**src/rtl/mux_uart.sv**
```systemverilog
`default_nettype none
// ============================================================================
// mux_uart : CPU6 bus-mapped 8N1 serial port (status BASE_ADDR, data +1)
// Revision : 1.0
// ============================================================================
module mux_uart #(
    parameter logic [15:0] BASE_ADDR = 16'hF200,
    parameter int          DIVISOR   = 104,
    parameter int          TX_DEPTH  = 4
) (
    input  logic        clock,
    input  logic        reset,
    input  logic [15:0] address,
    input  logic        write_en,
    input  logic        read_en,
    input  logic [7:0]  data_in,
    output logic [7:0]  data_out,
    output logic        sel,
    input  logic        rx,
    output logic        tx,
    output logic        irq
);

    localparam int          PTR_W     = $clog2(TX_DEPTH);
    localparam logic [15:0] DATA_ADDR = BASE_ADDR + 16'd1;
    localparam logic [15:0] DIV_M1    = 16'(DIVISOR - 1);
    localparam logic [15:0] HALF_M1   = 16'(DIVISOR / 2 - 1);
    localparam logic [PTR_W:0]   DEPTH_C = (PTR_W + 1)'(TX_DEPTH);
    localparam logic [PTR_W:0]   CNT_ONE = (PTR_W + 1)'(1);
    localparam logic [PTR_W-1:0] PTR_ONE = PTR_W'(1);

    typedef enum logic [1:0] {
        TXS_IDLE  = 2'd0,
        TXS_START = 2'd1,
        TXS_DATA  = 2'd2,
        TXS_STOP  = 2'd3
    } tx_state_e;

    typedef enum logic [1:0] {
        RXS_IDLE  = 2'd0,
        RXS_START = 2'd1,
        RXS_DATA  = 2'd2,
        RXS_STOP  = 2'd3
    } rx_state_e;

    // Bus decode
    logic sel_stat, sel_data, wr_data, rd_data, rd_stat;

    // TX FIFO
    logic [7:0]       fifo_mem_q [TX_DEPTH];
    logic [PTR_W-1:0] wr_ptr_q, wr_ptr_d, rd_ptr_q, rd_ptr_d;
    logic [PTR_W:0]   fifo_cnt_q, fifo_cnt_d;
    logic             fifo_full, fifo_empty, push, pop;

    // Transmitter
    tx_state_e   tx_state_q, tx_state_d;
    logic [15:0] tx_cnt_q, tx_cnt_d;
    logic [2:0]  tx_bit_q, tx_bit_d;
    logic [7:0]  tx_shift_q, tx_shift_d;
    logic        tx_q, tx_d;
    logic        tx_bit_end;

    // Receiver
    logic        rx_meta_q, rx_sync_q, rx_prev_q;
    rx_state_e   rx_state_q, rx_state_d;
    logic [15:0] rx_cnt_q, rx_cnt_d;
    logic [2:0]  rx_bit_q, rx_bit_d;
    logic [7:0]  rx_shift_q, rx_shift_d;
    logic        rx_brk_q, rx_brk_d;
    logic        rx_bit_end, rx_done_ok, fe_set;

    // Status / holding registers
    logic       rx_rdy_q, rx_rdy_d, fe_q, fe_d, or_q, or_d;
    logic [7:0] rx_hold_q, rx_hold_d;
    logic [7:0] status;

    always_comb begin
        sel_stat = (address == BASE_ADDR);
        sel_data = (address == DATA_ADDR);
        wr_data  = write_en && sel_data;
        rd_data  = read_en && sel_data;
        rd_stat  = read_en && sel_stat;
    end

    assign fifo_full  = (fifo_cnt_q == DEPTH_C);
    assign fifo_empty = (fifo_cnt_q == '0);
    // A write into a full FIFO is still accepted when the transmitter frees a slot on the same edge
    assign push       = wr_data && (!fifo_full || pop);

    always_comb begin
        wr_ptr_d   = wr_ptr_q;
        rd_ptr_d   = rd_ptr_q;
        fifo_cnt_d = fifo_cnt_q;
        if (push) wr_ptr_d = wr_ptr_q + PTR_ONE;
        if (pop)  rd_ptr_d = rd_ptr_q + PTR_ONE;
        case ({push, pop})
            2'b10:   fifo_cnt_d = fifo_cnt_q + CNT_ONE;
            2'b01:   fifo_cnt_d = fifo_cnt_q - CNT_ONE;
            default: fifo_cnt_d = fifo_cnt_q;
        endcase
    end

    always_ff @(posedge clock) begin
        if (push) fifo_mem_q[wr_ptr_q] <= data_in;
    end

    always_comb begin
        tx_state_d = tx_state_q;
        tx_cnt_d   = tx_cnt_q;
        tx_bit_d   = tx_bit_q;
        tx_shift_d = tx_shift_q;
        pop        = 1'b0;
        tx_bit_end = (tx_cnt_q == DIV_M1);
        case (tx_state_q)
            TXS_IDLE: begin
                if (!fifo_empty) begin
                    pop        = 1'b1;
                    tx_shift_d = fifo_mem_q[rd_ptr_q];
                    tx_cnt_d   = '0;
                    tx_state_d = TXS_START;
                end
            end
            TXS_START: begin
                if (tx_bit_end) begin
                    tx_cnt_d   = '0;
                    tx_bit_d   = '0;
                    tx_state_d = TXS_DATA;
                end else begin
                    tx_cnt_d = tx_cnt_q + 16'd1;
                end
            end
            TXS_DATA: begin
                if (tx_bit_end) begin
                    tx_cnt_d   = '0;
                    tx_shift_d = {1'b0, tx_shift_q[7:1]};
                    if (tx_bit_q == 3'd7) tx_state_d = TXS_STOP;
                    else                  tx_bit_d   = tx_bit_q + 3'd1;
                end else begin
                    tx_cnt_d = tx_cnt_q + 16'd1;
                end
            end
            TXS_STOP: begin
                if (tx_bit_end) begin
                    tx_cnt_d = '0;
                    // Queued bytes follow immediately, with no idle bit between frames
                    if (!fifo_empty) begin
                        pop        = 1'b1;
                        tx_shift_d = fifo_mem_q[rd_ptr_q];
                        tx_state_d = TXS_START;
                    end else begin
                        tx_state_d = TXS_IDLE;
                    end
                end else begin
                    tx_cnt_d = tx_cnt_q + 16'd1;
                end
            end
            default: tx_state_d = TXS_IDLE;
        endcase

        case (tx_state_q)
            TXS_START: tx_d = 1'b0;
            TXS_DATA:  tx_d = tx_shift_q[0];
            default:   tx_d = 1'b1;
        endcase
    end

    always_comb begin
        rx_state_d = rx_state_q;
        rx_cnt_d   = rx_cnt_q;
        rx_bit_d   = rx_bit_q;
        rx_shift_d = rx_shift_q;
        rx_brk_d   = rx_brk_q;
        rx_done_ok = 1'b0;
        fe_set     = 1'b0;
        rx_bit_end = (rx_cnt_q == DIV_M1);
        case (rx_state_q)
            RXS_IDLE: begin
                if (rx_prev_q && !rx_sync_q) begin
                    rx_cnt_d   = '0;
                    rx_state_d = RXS_START;
                end
            end
            RXS_START: begin
                if (rx_cnt_q == HALF_M1) begin
                    rx_cnt_d = '0;
                    if (rx_sync_q) begin
                        rx_state_d = RXS_IDLE;
                    end else begin
                        rx_bit_d   = '0;
                        rx_state_d = RXS_DATA;
                    end
                end else begin
                    rx_cnt_d = rx_cnt_q + 16'd1;
                end
            end
            RXS_DATA: begin
                if (rx_bit_end) begin
                    rx_cnt_d   = '0;
                    rx_shift_d = {rx_sync_q, rx_shift_q[7:1]};
                    if (rx_bit_q == 3'd7) rx_state_d = RXS_STOP;
                    else                  rx_bit_d   = rx_bit_q + 3'd1;
                end else begin
                    rx_cnt_d = rx_cnt_q + 16'd1;
                end
            end
            RXS_STOP: begin
                // After a bad stop bit, hold here until the line returns high
                if (rx_brk_q) begin
                    if (rx_sync_q) begin
                        rx_brk_d   = 1'b0;
                        rx_state_d = RXS_IDLE;
                    end
                end else if (rx_bit_end) begin
                    rx_cnt_d = '0;
                    if (rx_sync_q) begin
                        rx_done_ok = 1'b1;
                        rx_state_d = RXS_IDLE;
                    end else begin
                        fe_set   = 1'b1;
                        rx_brk_d = 1'b1;
                    end
                end else begin
                    rx_cnt_d = rx_cnt_q + 16'd1;
                end
            end
            default: rx_state_d = RXS_IDLE;
        endcase
    end

    always_comb begin
        rx_rdy_d  = rx_rdy_q;
        rx_hold_d = rx_hold_q;
        fe_d      = fe_q;
        or_d      = or_q;
        if (rd_stat) begin
            fe_d = 1'b0;
            or_d = 1'b0;
        end
        if (rd_data) rx_rdy_d = 1'b0;
        if (fe_set)  fe_d = 1'b1;
        // A read of the data register on the completion edge makes room for the new byte
        if (rx_done_ok) begin
            if (!rx_rdy_q || rd_data) begin
                rx_hold_d = rx_shift_q;
                rx_rdy_d  = 1'b1;
            end else begin
                or_d = 1'b1;
            end
        end
    end

    always_ff @(posedge clock or negedge reset) begin
        if (!reset) begin
            wr_ptr_q   <= '0;
            rd_ptr_q   <= '0;
            fifo_cnt_q <= '0;
            tx_state_q <= TXS_IDLE;
            tx_cnt_q   <= '0;
            tx_bit_q   <= '0;
            tx_shift_q <= '0;
            tx_q       <= 1'b1;
            rx_meta_q  <= 1'b1;
            rx_sync_q  <= 1'b1;
            rx_prev_q  <= 1'b1;
            rx_state_q <= RXS_IDLE;
            rx_cnt_q   <= '0;
            rx_bit_q   <= '0;
            rx_shift_q <= '0;
            rx_brk_q   <= 1'b0;
            rx_rdy_q   <= 1'b0;
            rx_hold_q  <= '0;
            fe_q       <= 1'b0;
            or_q       <= 1'b0;
        end else begin
            wr_ptr_q   <= wr_ptr_d;
            rd_ptr_q   <= rd_ptr_d;
            fifo_cnt_q <= fifo_cnt_d;
            tx_state_q <= tx_state_d;
            tx_cnt_q   <= tx_cnt_d;
            tx_bit_q   <= tx_bit_d;
            tx_shift_q <= tx_shift_d;
            tx_q       <= tx_d;
            rx_meta_q  <= rx;
            rx_sync_q  <= rx_meta_q;
            rx_prev_q  <= rx_sync_q;
            rx_state_q <= rx_state_d;
            rx_cnt_q   <= rx_cnt_d;
            rx_bit_q   <= rx_bit_d;
            rx_shift_q <= rx_shift_d;
            rx_brk_q   <= rx_brk_d;
            rx_rdy_q   <= rx_rdy_d;
            rx_hold_q  <= rx_hold_d;
            fe_q       <= fe_d;
            or_q       <= or_d;
        end
    end

    always_comb begin
        status = {3'b000, or_q, fe_q,
                  (fifo_empty && (tx_state_q == TXS_IDLE)), !fifo_full, rx_rdy_q};
        data_out = 8'h00;
        if (sel_stat)      data_out = status;
        else if (sel_data) data_out = rx_hold_q;
    end

    assign sel = sel_stat || sel_data;
    assign tx  = tx_q;
    assign irq = rx_rdy_q;

endmodule
`default_nettype wire

```
**config.mk**
```make
export PLATFORM = sky130hd
export DESIGN_NAME = mux_uart
export DESIGN_NICKNAME = d
export VERILOG_FILES = /design/src/rtl/mux_uart.sv
export SDC_FILE = /design/constraint.sdc
export NUM_CORES = 1
export LEC_CHECK = 0
export ABC_CLOCK_PERIOD_IN_PS = 3300
export CAP_MARGIN = 20
export CORE_AREA = 4 4 100 139
export CTS_CLUSTER_DIAMETER = 100
export CTS_CLUSTER_SIZE = 10
export DETAILED_ROUTE_END_ITERATION = 8
export DIE_AREA = 0 0 104 143
export GPL_ROUTABILITY_DRIVEN = 0
export PLACE_DENSITY = 0.59
export SYNTH_ARGS = -nofsm -noshare
export SYNTH_HDL_FRONTEND = slang
export SYNTH_SLANG_ARGS = --single-unit
export TNS_END_PERCENT = 50
```
**constraint.sdc**
```tcl
create_clock -name clock -period 3.3 [get_ports clock]
set_clock_uncertainty 0.1 [all_clocks]
set_input_delay 0.66 -clock clock [delete_from_list [all_inputs] [get_ports clock]]
set_output_delay 0.66 -clock clock [all_outputs]
set_load 0.02 [all_outputs]
```
Yosys cells after proc, flatten, opt, wreduce, memory -nomap -nowiden
Memories as Yosys holds them, arrays and structs flattened.
Cells that the tools add are included.
- flip-flop bits (word level): 81
- latch bits: 0
- memory bits (writable): 32
- bits in read-only memories: 0
- input port bits: 29
- output and inout bits: 11
- word-level logic and storage cells: 151
- memories kept: 1
- $add $sub $neg: 8
- multiply operators: 0
- div/mod/pow operators: 0
- magnitude comparators: 0
- eq/ne operators: 30
- shift-type cells: 0
- mux-type cells: 63
- bitwise operators: 0
- reduce and logical (&&, ||, !) cells: 29
- memory list (name ; depth ; width ; rd ports ; clocked after memory_dff ; write ports ; RTL line ; RTL):
    fifo_mem_q ; 4 ; 8 ; 1 ; 0 ; 1 ; 50 ; logic [7:0] fifo_mem_q [TX_DEPTH];
- operator list (operator ; count):
    $mux 16 ; 6
    $pmux 16 s4 ; 1
    $mux 8 ; 5
    $add 16x1->16 const B ; 2
    $eq 16x16->1 const B ; 2
    $eq 16x7->1 const B ; 2
    $pmux 16 s2 ; 1
    $mux 2 ; 13
    $ne 2x2->1 const B ; 13
    $pmux 8 s3 ; 1
    $mux 1 ; 22
    $mux 3 ; 7
    $pmux 3 s2 ; 3
    $eq 16x6->1 const B ; 1
    $pmux 2 s4 ; 2
    $reduce_and 5->1 ; 3
    $eq 2x2->1 const B ; 5
    $add 3x1->3 const B ; 3
    $eq 3x3->1 const B ; 3
    $reduce_bool 2->1 ; 4
    $eq 2x1->1 const B ; 3
    $logic_and 1x1->1 ; 6
    $reduce_and 2->1 ; 3
    $add 2x1->2 const B ; 2
    11 further kinds ; 17

Longest topological paths before layout
Gate-level depths: netlist (run 1).
- word-level depth: 8
- gate-level depth with buffers: 12
- gate-level depth less buffers: 12

Worst setup path before layout (run 1)
Ideal clock, no wire load.
- path kind: reg2reg
- start point: register tx_cnt_q[12]
- end point: register fifo_cnt_q[2]
- setup time: 0.079 ns
- arrival: 2.746 ns
- data required time: 3.121 ns
- setup slack: 0.375 ns
- cell stages (with the launch flop): 11
- path buffers: 0
- clock period less this slack: 2.925 ns
- cells stage by stage: dfrtp_1 or4_1 nor4_4 a21oi_1 nor3_1 ha_1 inv_1 fa_1 xor2_1 nor2_1 xor2_1
- longest elaborated chain between the ends: 7
- elaborated cells between the ends (all ways): 9
- RTL lines (item ; RTL line ; RTL):
    from (decl) ; 57 ; logic [15:0] tx_cnt_q, tx_cnt_d;
    from (signal assigned) ; 279 ; tx_cnt_q <= tx_cnt_d;
    $eq 16x7->1 * ; 113 ; tx_bit_end = (tx_cnt_q == DIV_M1);
    $mux 1 * ; 143 ; if (tx_bit_end) begin
    $pmux 1 s2 * ; 114 ; case (tx_state_q)
    net pop ; 53 ; logic fifo_full, fifo_empty, push, pop;
    $logic_or 1x1->1 ; 88 ; assign push = wr_data && (!fifo_full || pop);
    $logic_and 1x1->1 ; 88 ;
    $eq 2x1->1 / $eq 2x2->1 (equally long branches) ; 96 ; case ({push, pop})
    $pmux 3 s2 / $reduce_bool 2->1 (equally long branches) ; - ;
    to (signal assigned) ; 277 ; fifo_cnt_q <= fifo_cnt_d;
    to (decl) ; 52 ; logic [PTR_W:0] fifo_cnt_q, fifo_cnt_d;
Mark *: on every way through the listed nets, which the timed path passes. The rest lies on a longest branch.
A chain may end at the register's enable or synchronous reset.

Worst setup path after layout (run 1)
Same ends and word-level chain as after synthesis.

==> results of run 1 <==
cell type report:
cell class,count,area share
Timing Repair Buffer,57,0.08223
Inverter,14,0.007641
Multi-Input combinational cell,341,0.3573
Clock inverter,14,0.02747
Sequential cell,113,0.4351
Clock buffer,18,0.06240
Tap cell,153,0.02783
sequential cells by signal, summed over array words and instances, names as in the netlist, 2 cells and up, named ones only:
name,cells
rx_cnt_q,16
fifo_cnt_q,3
rx_bit_q,3
tx_state_q,2
rd_ptr_q,2
tx_bit_q,3
rx_hold_q,8
wr_ptr_q,2
rx_shift_q,8
tx_cnt_q,16
fifo_mem_q,32
tx_shift_q,8
cell usage after synthesis, types with 6 or more instances:
cell / instances
xor2_1: 6
o21ai_0: 39
a21oi_1: 18
nand3_1: 21
inv_1: 14
nor2_1: 22
edfxtp_1: 32
a31oi_1: 16
and2_1: 7
ha_1: 16
mux2i_1: 11
a41oi_1: 6
and3_1: 7
nand2b_1: 7
mux4_2: 8
clkbuf_1: 16
mux2_2: 18
nand2_1: 49
dfrtp_1: 77
nor3b_1: 7
o31ai_1: 8
nor4_1: 8
per-stage QoR:
step	setup TNS [ns]	std cells	power, µW	utilization
after floorplan	0	488	2738	-
after global placement	0	677	3029	0.4860
after detailed placement	-0.4454	677	3077	0.4860
after CTS	0	709	5011	0.5354
after global routing	0	710	5255	0.5393
final	0	710	4962	0.5393
power breakdown:
group | total [µW] | internal, µW | switching, µW
clock network | 1910 | 1260 | 653
registers | 1890 | 1630 | 256
logic | 1160 | 547 | 616
total | 4960 | 3440 | 1520
worst max path at each step:
stage | to | slack (ns) | cells after the start
after floorplan | fifo_cnt_q[2] | 0.37 | 10
after global placement | data_out[7] | 0.05 | 6
after detailed placement | data_out[5] | -0.06 | 6
after CTS | data_out[7] | 0.01 | 6
after global routing | fifo_cnt_q[2] | 0.02 | 10
final | fifo_cnt_q[2] | 0.23 | 10
kinds of logic (layout without fill, tap and decap cells):
| family | Yosys count | after routing | share of synthesized area |
|---|---|---|---|
| buf+inv | 34 | 103 | 0.02403 |
| xor+xnor | 9 | 9 | 0.01415 |
| flops | 113 | 113 | 0.5372 |
| simple gates | 166 | 166 | 0.1680 |
| fa+ha+maj | 17 | 17 | 0.03952 |
| mux | 37 | 37 | 0.08848 |
| compound gates | 112 | 112 | 0.1287 |
per-layer routing:
layer / up-vias / part of all wire
met4: 0 / 0.0096
met3: 8 / 0.033
met1: 1979 / 0.43
met5: - / 0
met2: 68 / 0.53
li1: 1958 / -
what timing repair did:
item / in CTS / in global routing
setup endpoints to repair: 9 / 9
gates resized for setup: 2 / 9
endpoints found under the hold margin: 0 / 0
==> flow_summary.toml, run 1 <==
[clocking]
cts.path.max_buffers = 2
tritoncts = "done"
htreeDepth = 4
cts_buffers = 17
cts_setup_buffers = 0
clk_pin_slew_ns = 0.06
cts.sinks = 113
cts_hold_buffers = 0
cts-root-buf = "clkbuf_16"
clkLatencyLatePin_ns = 0.42

[timing]
period_needed_ns = 3.068
finalHoldViolCount = 0
tightest_slew_ns = 0.9146
whs_ns = 0.05305
period_share = 0.9296
max_clock_freq_mhz = 326.0
slew_headroom = 0.3862
slew_viol_final = 0
rsz0062_at_grt = "false"
setup_viol = 0
fin_ws_ns = 0.2324

[power_and_ir_drop]
power_leakage_uw = 0.003062
ir_worst_vdd_mv = 0.3430
power_density_mw_per_mm2 = 721.4

[route]
drt_iter0_drc = 154
antenna_left = 0
dr.pass1.iters = 5
routed_wl_um = 11580
vias = 4013
post-route-drc-count = 0
vias_per_cell = 5.652
post_drt_wl_per_cell_um = 16.31

[floorplanning]
start_util = 0.4369
die_area_mm2 = 0.01487
rows = 49
die_x_um = 104
fp.dieH_um = 143
core_area_mm2 = 0.01275
io_pins = 40

[placement]
io_buffers = 39
place_area_mm2 = 0.006197
dpl_worst_slack_ns = -0.06029
dp_hpwl_um = 7765

[logic_synthesis]
ys_seq_area_frac = 0.5372
synth_top_area_frac = 0.3458
synthesis.area_mm2 = 0.005572
ys_ff_latch = 113
syn_inst = 488
syn_avg_cell_area_um2 = 11.42
synth_largest_area_cell = "dfrtp_1"
synth_edf_count = 32
async_flop_share = 0.7168
yosys_warnings = 0
ys_types = 60
synth_area_leaders = "dfrtp_1, edfxtp_1, mux2_2"
synth_ff_type = "dfrtp_1"
syn_nets = 534

[setup_path]
crit_start = "tx_cnt_q[12]"
r2r_start = "tx_cnt_q[12]"
cp.arrival_ns = 3.30
cp-end-kind = "register"
critPathMaxStageDelay_ns = 0.61
startpoint_type = "register"
path_common_cell = "xor2_1"
path_delay_family = "simple AND/OR/NAND/NOR gates"
crit_chain = "or4_1 > nor4_4 > a21oi_1 > nor3_1 > ha_1 > inv_1 > fa_1 > xor2_1 > nor2_1 > xor2_1"
path_class = "reg2reg"
r2r-end = "fifo_cnt_q[2]"
regToRegSetupSlack_ns = 0.23
crit_path_max_fanout = 5
critPathBufInv = 1
required_ns = 3.53
critPathSlowestCell = "or4_1"
r2r_cells = 10

[finish]
diodes = 0
layout.area.seq_mm2 = 0.002993
multi_input_area_mm2 = 0.002457
layout_common_cells = "dfrtp_1, nand2_1, o21ai_0, edfxtp_1, clkdlybuf4s50_1"
mostFrequentLayoutCell = "dfrtp_1"
areaGrowthSynthToFinish_pct = 23.44
fin_nets = 590
design_area_mm2 = 0.006878
nFillCells = 1108
layout-drive-gt1-share = 0.1634

[grt]
grt_first_pass_wirelength_um = 19650
grt-ovfl-total = 0
grt.busiest_layer = "met2"
grt_pass1_vias = 3960
grtUsageMet2 = 0.2874
grtUsageMet1 = 0.1934
grt_max_degree = 82
grt_use_met3 = 0.04523
grt.total_usage = 0.1653
antenna_found_initial = 0

[run]
drv_cap = 0

[min_path]
min-delay-path-class = "in2async"

[run_status]
status = "completed"
No activity file was read; power rests on OpenSTA's default activity.
==> run 2, diff against run 1 <==
--- a/config.mk
+++ b/config.mk
@@ -7,11 +7,11 @@
 export LEC_CHECK = 0
 export ABC_CLOCK_PERIOD_IN_PS = 3300
 export CAP_MARGIN = 20
-export CORE_AREA = 4 4 100 139
+export CORE_AREA = 4 4 84 165
 export CTS_CLUSTER_DIAMETER = 100
 export CTS_CLUSTER_SIZE = 10
 export DETAILED_ROUTE_END_ITERATION = 8
-export DIE_AREA = 0 0 104 143
+export DIE_AREA = 0 0 88 169
 export GPL_ROUTABILITY_DRIVEN = 0
 export PLACE_DENSITY = 0.59
 export SYNTH_ARGS = -nofsm -noshare
==> run 2 against run 1 <==
Sequential cell count did not move. Total power fell by 1.2%. Cell count fell by 0.42%. Utilization rose by 0.27 points. Register-to-register slack barely moved. Setup slack got worse by 0.12 ns. Global-route usage rose by 1.0 points. Sequential share of layout area rose by 0.46 points. Sequential power barely moved. Clock power fell by 3%. Maximum frequency fell by 3.9%. Critical path type is now in2out.
==> flow_summary.toml, run 2 (synthesis gave the netlist of run 1 again) <==
[route]
vias = 4082
drt_iter0_drc = 192
vias_per_cell = 5.774
post-route-drc-count = 0
post_drt_wl_per_cell_um = 17.37
dr.pass1.iters = 4
routed_wl_um = 12280
antenna_left = 0

[grt]
grt.total_usage = 0.1756
grt_max_degree = 37
grt_first_pass_wirelength_um = 20480
grt_pass1_vias = 4279
antenna_found_initial = 0
grt-ovfl-total = 0

[setup_path]
crit_start = "address[5]"
path_class = "in2out"
required_ns = 2.54
crit_path_end = "data_out[4]"
crit_path_max_fanout = 5
startpoint_type = "input port"
regToRegSetupSlack_ns = 0.23
r2r_cells = 9
r2r-end = "fifo_cnt_q[1]"
cp.arrival_ns = 2.43
r2r_start = "tx_cnt_q[13]"
cp-end-kind = "output pin"

[power_and_ir_drop]
p_total_uw = 4903
ir_worst_vdd_mv = 0.3709
power_density_mw_per_mm2 = 720.5
power_leakage_uw = 0.002920

[clocking]
tritoncts = "done"
clkLatencyLatePin_ns = 0.41
cts_buffers = 17
cts.sinks = 113
cts_setup_buffers = 0
cts.path.max_buffers = 2
cts-root-buf = "clkbuf_16"
clk_pin_slew_ns = 0.06
cts_hold_buffers = 0
htreeDepth = 4

[finish]
layout_common_cells = "dfrtp_1, nand2_1, o21ai_0, clkdlybuf4s50_1, edfxtp_1"
mostFrequentLayoutCell = "dfrtp_1"
top_regs = "fifo_mem_q x32, rx_cnt_q x16, tx_cnt_q x16"
largest_reg_flops = 32
fin_cells = 707
areaGrowthSynthToFinish_pct = 22.14
top_register = "fifo_mem_q"
diodes = 0
layout-drive-gt1-share = 0.1670
fin_nets = 590

[placement]
dpl_worst_slack_ns = -0.01294
placed_cells = 675
io_buffers = 39
dp_hpwl_um = 8535

[floorplanning]
die_area_mm2 = 0.01487
core_area_mm2 = 0.01255
fp.dieH_um = 169
io_pins = 40
rows = 58
die_x_um = 88
start_util = 0.4438

[run_status]
status = "completed"

[timing]
rsz0062_at_grt = "false"
max_clock_freq_mhz = 313.2
period_needed_ns = 3.193
whs_ns = 0.1105
period_share = 0.9675
finalHoldViolCount = 0
setup_viol = 0
fin_ws_ns = 0.1074
slew_viol_final = 0
tightest_slew_ns = 0.8903
slew_headroom = 0.4025

[min_path]
min-delay-path-class = "in2async"

[run]
drv_cap = 0
-- run 2: area by class of cell --
type | count | area, µm²
Clock inverter | 15 | 172.7
Sequential cell | 113 | 2993
Clock buffer | 17 | 425.4
Fill cell | 1101 | 5749
Timing Repair Buffer | 57 | 523.0
Tap cell | 150 | 187.7
Multi-Input combinational cell | 341 | 2451
Inverter | 14 | 52.55
-- run 2: worst min-delay path by stage --
stage / start / to / slack [ns] / depth (start not counted)
after floorplan: rx_meta_q / rx_sync_q / 0.25 / 0
after global placement: rx_meta_q / rx_sync_q / 0.25 / 0
after detailed placement: rx_meta_q / rx_sync_q / 0.25 / 0
after CTS: reset / tx_shift_q[5] / 0.12 / 1
after global routing: reset / tx_cnt_q[8] / 0.13 / 1
final: reset / tx_cnt_q[10] / 0.11 / 1
-- run 2: per-stage QoR --
| stage | setup TNS (ns) | util | area, µm² |
|---|---|---|---|
| global route | 0 | 0.5421 | 6805 |
| global placement | 0 | 0.4939 | 6201 |
| detailed placement | -0.02833 | 0.4939 | 6201 |
| floorplan | 0 | - | 5572 |
| CTS | 0 | 0.5414 | 6797 |
| finish | 0 | 0.5421 | 6805 |
-- run 2: layer usage --
metal  vias up  track usage  routed length [µm]
li1       1962            -                   -
met1      1998       0.1901                4790
met2        96       0.3118                6726
met3        26      0.04140                 425
met4         0      0.08484                 338
met5         -            0                   0
-- run 2: worst max-delay path: stages --
cell and delay (ns):
clkdlybuf4s50_1 0.40, nor4b_1 0.30, nand4_1 0.16, buf_4 0.19
nor2_1 0.11, clkdlybuf4s50_1 0.61
-- run 2: power by group --
| group | internal [µW] | leakage, µW | switching (µW) |
|---|---|---|---|
| registers | 1630 | 0.00134 | 256 |
| clock network | 1130 | 0.000295 | 717 |
| logic | 537 | 0.00128 | 629 |
| total | 3300 | 0.00292 | 1600 |
-- run 2: repair_timing --
action,in CTS,in global routing
endpoints found under the hold margin,0,0
pin swaps,0,0
endpoints found under the setup margin,2,6
resized for setup,2,2
==> run 3, diff against run 2 <==
--- a/config.mk
+++ b/config.mk
@@ -14,6 +14,7 @@
 export DIE_AREA = 0 0 88 169
 export GPL_ROUTABILITY_DRIVEN = 0
 export PLACE_DENSITY = 0.59
+export SLEW_MARGIN = 0
 export SYNTH_ARGS = -nofsm -noshare
 export SYNTH_HDL_FRONTEND = slang
 export SYNTH_SLANG_ARGS = --single-unit
==> results of run 3 <==
No change in the layout: final DEF, timing and power equal those of run 2.
